==> src/rtl/decode_stage_pkg.sv <==
// Shared constants for the decode stage: widths, opcode encodings, field positions
// and immediate sign-extension helpers.
package decode_stage_pkg;

    localparam int DATA_W = 16;
    localparam int REG_AW = 4;

    localparam logic [3:0] OP_ADD  = 4'h0;
    localparam logic [3:0] OP_SUB  = 4'h1;
    localparam logic [3:0] OP_AND  = 4'h2;
    localparam logic [3:0] OP_OR   = 4'h3;
    localparam logic [3:0] OP_ADDI = 4'h4;
    localparam logic [3:0] OP_LW   = 4'h5;
    localparam logic [3:0] OP_SW   = 4'h6;
    localparam logic [3:0] OP_BEQ  = 4'h7;
    localparam logic [3:0] OP_JMP  = 4'h8;
    localparam logic [3:0] OP_NOP  = 4'hF;

    localparam int OP_LSB = 12;
    localparam int RD_LSB = 8;
    localparam int RS_LSB = 4;
    localparam int RT_LSB = 0;

    function automatic logic [DATA_W-1:0] sext4(input logic [3:0] v);
        return {{(DATA_W-4){v[3]}}, v};
    endfunction

    function automatic logic [DATA_W-1:0] sext8(input logic [7:0] v);
        return {{(DATA_W-8){v[7]}}, v};
    endfunction

endpackage

==> src/rtl/decode_stage_register_file.sv <==
// 16x16 register file with two async read ports and one sync write port;
// r0 is hardwired to zero and a same-cycle write is forwarded to the readers.
module register_file
    import decode_stage_pkg::*;
#(
    parameter int DW = DATA_W,
    parameter int AW = REG_AW
) (
    input  logic          clk,
    input  logic          rst,
    input  logic [AW-1:0] i_raddr_a,
    input  logic [AW-1:0] i_raddr_b,
    output logic [DW-1:0] o_rdata_a,
    output logic [DW-1:0] o_rdata_b,
    input  logic          i_wen,
    input  logic [AW-1:0] i_waddr,
    input  logic [DW-1:0] i_wdata
);

    logic [DW-1:0] r_mem [1<<AW];

    always_ff @(posedge clk) begin
        if (rst) begin
            for (int i = 0; i < (1<<AW); i++) r_mem[i] <= '0;
        end else if (i_wen && (i_waddr != '0)) begin
            r_mem[i_waddr] <= i_wdata;
        end
    end

    // Bypass lets writeback and decode of a dependent instruction share a cycle.
    always_comb begin
        o_rdata_a = r_mem[i_raddr_a];
        o_rdata_b = r_mem[i_raddr_b];
        if (i_wen && (i_waddr == i_raddr_a)) o_rdata_a = i_wdata;
        if (i_wen && (i_waddr == i_raddr_b)) o_rdata_b = i_wdata;
        if (i_raddr_a == '0) o_rdata_a = '0;
        if (i_raddr_b == '0) o_rdata_b = '0;
    end

endmodule

==> src/rtl/decode_stage.sv <==
// Decode stage: splits fields, reads operands, sign-extends immediates, detects
// load-use hazards, resolves JMP and produces the decode/execute latch.
module decode_stage
    import decode_stage_pkg::*;
(
    input  logic              clk,
    input  logic              rst,
    input  logic [DATA_W-1:0] instruction,
    input  logic [DATA_W-1:0] Next_PC,
    input  logic              instr_valid,
    input  logic              flush,
    input  logic              wb_en,
    input  logic [REG_AW-1:0] wb_addr,
    input  logic [DATA_W-1:0] wb_data,
    output logic              stall,
    output logic              jump_taken,
    output logic [DATA_W-1:0] jump_target,
    output logic              d_valid,
    output logic [3:0]        d_opcode,
    output logic [REG_AW-1:0] d_rd,
    output logic [DATA_W-1:0] d_rs_val,
    output logic [DATA_W-1:0] d_rt_val,
    output logic [DATA_W-1:0] d_imm,
    output logic [DATA_W-1:0] d_pc,
    output logic              d_reg_write,
    output logic              d_mem_read,
    output logic              d_mem_write,
    output logic              d_branch
);

    logic [3:0]        w_op;
    logic [REG_AW-1:0] w_rd, w_rs, w_rt;
    logic [REG_AW-1:0] w_addr_a, w_addr_b;
    logic              w_use_a, w_use_b;
    logic [DATA_W-1:0] w_val_a, w_val_b, w_imm;
    logic              w_reg_write, w_mem_read, w_mem_write, w_branch;
    logic              w_in_valid, w_hazard, w_jump, w_bubble;

    logic              r_squash;
    logic              r_valid, r_reg_write, r_mem_read, r_mem_write, r_branch;
    logic [3:0]        r_opcode;
    logic [REG_AW-1:0] r_rd;
    logic [DATA_W-1:0] r_rs_val, r_rt_val, r_imm, r_pc;

    assign w_op = instruction[OP_LSB +: 4];
    assign w_rd = instruction[RD_LSB +: REG_AW];
    assign w_rs = instruction[RS_LSB +: REG_AW];
    assign w_rt = instruction[RT_LSB +: REG_AW];

    // SW and BEQ compare/store rd, so rd goes out on the second operand port.
    always_comb begin
        w_addr_a    = '0;
        w_addr_b    = '0;
        w_use_a     = 1'b0;
        w_use_b     = 1'b0;
        w_imm       = '0;
        w_reg_write = 1'b0;
        w_mem_read  = 1'b0;
        w_mem_write = 1'b0;
        w_branch    = 1'b0;
        case (w_op)
            OP_ADD, OP_SUB, OP_AND, OP_OR: begin
                w_addr_a = w_rs; w_use_a = 1'b1;
                w_addr_b = w_rt; w_use_b = 1'b1;
                w_reg_write = 1'b1;
            end
            OP_ADDI: begin
                w_addr_a = w_rd; w_use_a = 1'b1;
                w_imm = sext8(instruction[7:0]);
                w_reg_write = 1'b1;
            end
            OP_LW: begin
                w_addr_a = w_rs; w_use_a = 1'b1;
                w_imm = sext4(w_rt);
                w_reg_write = 1'b1;
                w_mem_read = 1'b1;
            end
            OP_SW, OP_BEQ: begin
                w_addr_a = w_rs; w_use_a = 1'b1;
                w_addr_b = w_rd; w_use_b = 1'b1;
                w_imm = sext4(w_rt);
                w_mem_write = (w_op == OP_SW);
                w_branch = (w_op == OP_BEQ);
            end
            default: ;
        endcase
    end

    register_file u_regs (
        .clk       (clk),
        .rst       (rst),
        .i_raddr_a (w_addr_a),
        .i_raddr_b (w_addr_b),
        .o_rdata_a (w_val_a),
        .o_rdata_b (w_val_b),
        .i_wen     (wb_en),
        .i_waddr   (wb_addr),
        .i_wdata   (wb_data)
    );

    assign w_in_valid = instr_valid && !r_squash;
    assign w_hazard   = w_in_valid && r_valid && r_mem_read && (r_rd != '0) &&
                        ((w_use_a && (w_addr_a == r_rd)) || (w_use_b && (w_addr_b == r_rd)));
    assign w_jump     = w_in_valid && (w_op == OP_JMP) && !w_hazard && !flush;
    assign w_bubble   = flush || w_hazard || !w_in_valid || (w_op == OP_JMP);

    assign stall       = w_hazard && !flush;
    assign jump_taken  = w_jump;
    assign jump_target = {Next_PC[15:12], instruction[11:0]};

    always_ff @(posedge clk) begin
        if (rst) begin
            r_squash    <= 1'b0;
            r_valid     <= 1'b0;
            r_reg_write <= 1'b0;
            r_mem_read  <= 1'b0;
            r_mem_write <= 1'b0;
            r_branch    <= 1'b0;
            r_opcode    <= '0;
            r_rd        <= '0;
            r_rs_val    <= '0;
            r_rt_val    <= '0;
            r_imm       <= '0;
            r_pc        <= '0;
        end else begin
            r_squash    <= w_jump;
            r_opcode    <= w_op;
            r_rd        <= w_rd;
            r_rs_val    <= w_val_a;
            r_rt_val    <= w_val_b;
            r_imm       <= w_imm;
            r_pc        <= Next_PC;
            r_valid     <= !w_bubble;
            r_reg_write <= !w_bubble && w_reg_write;
            r_mem_read  <= !w_bubble && w_mem_read;
            r_mem_write <= !w_bubble && w_mem_write;
            r_branch    <= !w_bubble && w_branch;
        end
    end

    assign d_valid     = r_valid;
    assign d_opcode    = r_opcode;
    assign d_rd        = r_rd;
    assign d_rs_val    = r_rs_val;
    assign d_rt_val    = r_rt_val;
    assign d_imm       = r_imm;
    assign d_pc        = r_pc;
    assign d_reg_write = r_reg_write;
    assign d_mem_read  = r_mem_read;
    assign d_mem_write = r_mem_write;
    assign d_branch    = r_branch;

endmodule

==> config.mk <==
export PLATFORM = sky130hd
export DESIGN_NAME = decode_stage
export DESIGN_NICKNAME = d
export VERILOG_FILES = /design/src/rtl/decode_stage_pkg.sv /design/src/rtl/decode_stage_register_file.sv /design/src/rtl/decode_stage.sv
export SDC_FILE = /design/constraint.sdc
export NUM_CORES = 1
export LEC_CHECK = 0
export CORE_ASPECT_RATIO = 1.75
export CORE_MARGIN = 5
export CORE_UTILIZATION = 57
export CTS_BUF_LIST = sky130_fd_sc_hd__clkbuf_16
export CTS_CLUSTER_SIZE = 14
export DETAILED_ROUTE_END_ITERATION = 12
export PLACE_DENSITY = 0.86
export SYNTH_ARGS = -nofsm -noshare
export SYNTH_HDL_FRONTEND = slang
export SYNTH_HIERARCHICAL = 1
export SYNTH_SLANG_ARGS = --single-unit
==> constraint.sdc <==
create_clock -name clk -period 3.3 [get_ports clk]
set_input_delay 0.495 -clock clk [delete_from_list [all_inputs] [get_ports clk]]
set_output_delay 0.495 -clock clk [all_outputs]
set_load 0.05 [all_outputs]
# After elaboration in Yosys (flattened, before gate mapping)
# Memory sizes are Yosys's and may differ from the RTL's. A register that Yosys moved wholly into a read port is not among the register bits.
# Cells that the tools add are included.
# Widths: inputs -> output; s select.
[totals]
ff_bits = 46
latch_bits = 0
ramBits = 256
romBits = 0
in_bits = 57
wordCells = 78
mem_count = 1
[classes]
addsub = 0
multipliers = 0
div_mod_pow = 0
order_cmp = 0
n_eq_ne = 10
n_shift = 0
muxes = 17
bitwise_logic = 0
reduce_logical = 40
[mem_list]
columns = ["memory", "depth", "width", "read_ports", "rd_clocked_by_memory_dff", "write_ports", "line_no", "source"]
rows = [
  ["u_regs.r_mem", 16, 16, 2, 2, 16, "decode_stage_register_file.sv:20", "logic [DW-1:0] r_mem [1<<AW];"],
]
[ops]
columns = ["operator", "count"]
rows = [
  ["$pmux 16 s2", 1],
  ["$eq 4x3->1 const B", 4],
  ["$logic_and 1x1->1", 16],
  ["$mux 16", 1],
  ["$pmux 4 s2", 2],
  ["$reduce_or 16->1", 1],
  ["$logic_not 4->1", 3],
  ["$mux 1", 12],
  ["$reduce_or 6->1", 2],
  ["$eq 4x2->1 const B", 2],
  ["$eq 4x4->1", 2],
  ["$reduce_bool 4->1", 2],
  ["$reduce_or 8->1", 1],
  ["$reduce_or 7->1", 1],
  ["$reduce_or 2->1", 3],
  ["$logic_not 1->1", 5],
  ["$eq 4x1->1 const B", 1],
  ["$eq 4x4->1 const B", 1],
  ["$logic_or 1x1->1", 4],
  ["$mux 4", 1],
  ["$reduce_or 4->1", 1],
  ["$reduce_or 3->1", 1],
]

# Longest topological paths before layout
[logic_depth]
word_depth = 12
ltp_mapped = 12
mapped_depth_nobuf = 7

# Hierarchy
# The synthesis kept the hierarchy.
[by_module_without_submodules]
columns = ["mod", "n_inst", "cells_each", "area_each_um2", "seq_area_each_um2"]
rows = [
  ["register_file", 1, 1047, 14101.0, 7687.4],
  ["decode_stage", 1, 249, 2612.5, 1401.3],
]

# Worst setup path after synthesis
# Ideal clock, no wire load.
[synth_timing]
kind = "input -> output"
from = "in instruction[13]"
to = "out stall"
arrival_ps = 2767
required_ps = 2805
setup_slack_ps = 38
path_stages = 6
path_buffers = 1
cell_sequence = "buf_6 nor3b_4 mux2i_1 xnor2_2 nand4_1 a211oi_1"
[synth_between]
elab_chain_len = 8
[synth_lines]
columns = ["element", "line_no", "source"]
rows = [
  ["start, declared", "decode_stage.sv:8", "input logic [DATA_W-1:0] instruction,"],
  ["$eq 4x3->1, or another cell as far along", "decode_stage.sv:61", "case (w_op)"],
  ["$reduce_or 7->1 (no source line)", "--", ""],
  ["$pmux 4 s2 *", "decode_stage.sv:61", ""],
  ["net w_addr_a[1]", "decode_stage.sv:33", "logic [REG_AW-1:0] w_addr_a, w_addr_b;"],
  ["$eq 4x4->1 *", "decode_stage.sv:103", "((w_use_a && (w_addr_a == r_rd)) || (w_use_b && (w_addr_b == r_rd)));"],
  ["$logic_and 1x1->1 *", "decode_stage.sv:103", ""],
  ["$logic_or 1x1->1 *", "decode_stage.sv:103", ""],
  ["$logic_and 1x1->1 *", "decode_stage.sv:102", "assign w_hazard = w_in_valid && r_valid && r_mem_read && (r_rd != '0) &&"],
  ["$logic_and 1x1->1 *", "decode_stage.sv:107", "assign stall = w_hazard && !flush;"],
  ["end, declared", "decode_stage.sv:15", "output logic stall,"],
]
# The timed path passes the listed nets; every way through them passes the cells marked *.

# Final worst setup path
[layout_timing]
from = "in instruction[14]"
to = "out stall"
# The elaborated chain is that of the path after synthesis.

==> impl_metrics.toml <==
[status]
status = "complete, no violations"

[sta]
rsz0062_at_grt = "no"
period_needed_ps = 3210
post-route-period-util = 0.9727
slew_headroom = 0.3084
final_hold_viol_count = 0
worst_slack_ps = 90.12
timing.hold.ws_ps = 373.7
finalSetupViolCount = 0
max_slew.worst_pin.slew_ps = 1024
setup_tns_ps = 0
max_freq_ghz = 0.3115
maxSlewViolCount = 0
skew_ps = 11.07

[yosys]
synth_edf_count = 256
synthSimpleGateAreaFrac = 0.1603
synth_compound_area_frac = 0.07464
synth_cells = 1296
synth_top_family_by_area = "multiplexers"
synthMuxAreaShare = 0.1666
synthAdderAreaFrac = 0
async_reset_ff_frac = 0
synth-seq-cells = 326
synth.avg_cell_area_sq_um = 12.90
ys_seq_area_frac = 0.5438
syn_area_sq_um = 16710
yosys.area_share.xor_xnor = 0.007262
synth.distinct_cells = 55
synth_warnings = 6
synth-main-ff-cell = "edfxtp_1"

[place]
hpwl_um = 33780
port_buffers = 151
place_ws_ps = -61.84
dpl-instance-area_sq_um = 18870
place_inst = 1795
gp_congestion = 0.9293

[worst_setup_path]
path_buf_inv = 5
path_max_fanout = 7
cpMaxStageDelayCell = "clkdlybuf4s50_1"
path_cells = "clkdlybuf4s50_1 > nor3b_4 > buf_12 > mux2i_4 > buf_12 > xnor2_1 > nand4_1 > a211oi_2 > buf_4 > buf_12"
setup.worst_path.class = "in -> out"
critPathArrivalTime_ps = 2710
cp.depth = 10
worstReg2RegStart = "u_regs/r_mem[15][14]$_SDFFCE_PN0P_"
critical-path-max-stage-delay_ps = 560
cp-start-kind = "input pin"
crit_required_ps = 2800
critical_path.most_common_cell = "buf_12"
crit_path_end_kind = "output port"
rr_worst_depth = 5
cp_top_family = "buffers and inverters"
startpoint = "instruction[14]"

[drt]
wl_um = 45390
drc = 0
first_iter_violations = 986
vias = 11580
postRouteAntennaNets = 0
drt_pass1_iterations = 5
detail_route.wl_per_cell_um = 24.42
viasPerCell = 6.229

[global_route]
grt_pass1_wl_um = 68920
grt_antenna_before_repair = 1
grt.total_usage = 0.2693
grt_overflow_total = 0
grt_max_degree = 37
first_global_vias = 12100

[layout]
drive_gt1_frac = 0.1626
fillers = 1989
nets = 1509
final_cell_count_no_fill = 1859
final_cell_area_sq_um = 19910
syn2layout_area_growth_pct = 19.13
fin_util = 0.6823

[pwr]
total_power_mw = 9.953
ir_worst_vdd_mv = 0.4619
power_leakage_nw = 6.933
power-per-cell-area_nw_per_um2 = 499.9

[floorplan]
fp.dieH_um = 236.5
start_util = 0.5727
coreArea_sq_um = 29180
fp.dieW_um = 139.4
design.die.area_sq_um = 32980
io_pins = 152
row_count = 83

[clock_network]
ctsLongestPathBuffers = 3
clk_pin_slew_ps = 60
cts.sink_count = 326
cts_tree = "yes"
cts_buffers = 30
h-tree-depth = 1
clk_latency_ps = 560
cts_root_buffer = "clkbuf_16"

[worst_hold_path]
min-delay-start = "rst"
hold_depth = 2
hp-class = "in -> reg"

[run]
maxCapViolCount = 0
-- synth_stat cells (3+ instances only) --
cell type,count,area [sq um]
a211oi_1,33,247.7
a21oi_1,8,40.04
a31oi_1,30,187.7
and2_1,245,1533
buf_2,25,125.1
buf_4,37,277.8
buf_6,13,146.4
clkbuf_1,59,221.5
dfxtp_1,70,1401
edfxtp_1,256,7687
mux2i_1,132,1321
mux4_2,64,1441
nand2_1,9,33.78
nand2b_1,12,75.07
nand3_1,33,165.2
nand3_2,3,30.03
nand3b_1,5,37.54
nor2_1,23,86.33
nor2b_1,61,381.6
nor3_1,5,25.02
o21ai_0,4,20.02
o22ai_1,64,400.4
o31ai_1,34,255.2
or2_1,4,25.02
or2_2,15,93.84
or3_1,3,18.77
or3b_1,5,43.79
xnor2_1,11,96.34
-- logic make-up (layout without fill, tap and decap cells) --
kind of cell           count (synthesis)  count (layout)
AO/OA/AOI/OAI                        184             184
XOR/XNOR                              13              13
buffers and inverters                138             303
flip-flops                           326             326
multiplexers                         198             198
other                                  1              17
AND/OR/NAND/NOR                      436             436
-- worst paths after layout --
path | end | slack, ps
worst min register to register | d_valid$_SDFF_PP0_ | 760
worst max register to register | d_rs_val[14]$_SDFF_PP0_ | 1500
worst max-delay path | stall | 90
worst min-delay path | d_rs_val[10]$_SDFF_PP0_ | 370
-- flip-flops by register name, indices dropped and copies added (netlist names), 4 cells and up --
register / flops
d_imm: 8
d_opcode: 4
d_pc: 16
d_rd: 4
d_rs_val: 16
d_rt_val: 16
u_regs/r_mem: 256
-- placed cells by master (no fill, tap or decap), types with 11 or more instances in the layout --
cell type,count
mux4_2,64
a31oi_1,30
mux2i_1,128
inv_1,12
a211oi_1,32
edfxtp_1,256
nor2b_1,61
buf_12,14
nand2b_1,12
o31ai_1,34
conb_1,16
xnor2_1,11
dfxtp_1,70
or2_2,15
nor2_1,23
o22ai_1,64
buf_4,83
nand3_1,33
and2_1,245
clkdlybuf4s50_1,146
clkbuf_16,33
-- routing by layer --
layer,track usage,vias up,part of all wire
met3,0.03374,152,0.072
met2,0.5154,697,0.55
met5,0,-,0
li1,-,5112,-
met1,0.2901,5618,0.33
met4,0.1255,0,0.049
-- area by class of cell --
cell class	count	area [sq um]	share of cell area
diodes	1	2.502	0.0001257
inverters	2	7.507	0.0003771
flip-flops and latches	326	9089	0.4565
repair buffers	245	2390	0.1200
multi-input cells	847	6967	0.3499
clock buffers	33	825.8	0.04148
clock inverters	23	151.4	0.007604
well taps	382	478.0	0.02401
-- report_power, final --
group / switching [mW] / leakage, nW / internal (mW)
logic: 1.01 / 3.40 / 0.709
registers: 0.142 / 3.02 / 4.68
clock network: 1.47 / 0.515 / 1.94
total: 2.62 / 6.93 / 7.33
-- what timing repair did --
action,in CTS,in global routing
setup buffers,0,7
pin swaps,1,2
gates resized for setup,0,3
cloned,0,0
setup endpoints to repair,1,1
hold buffers,0,0
Power figures use the tool's default switching activity.
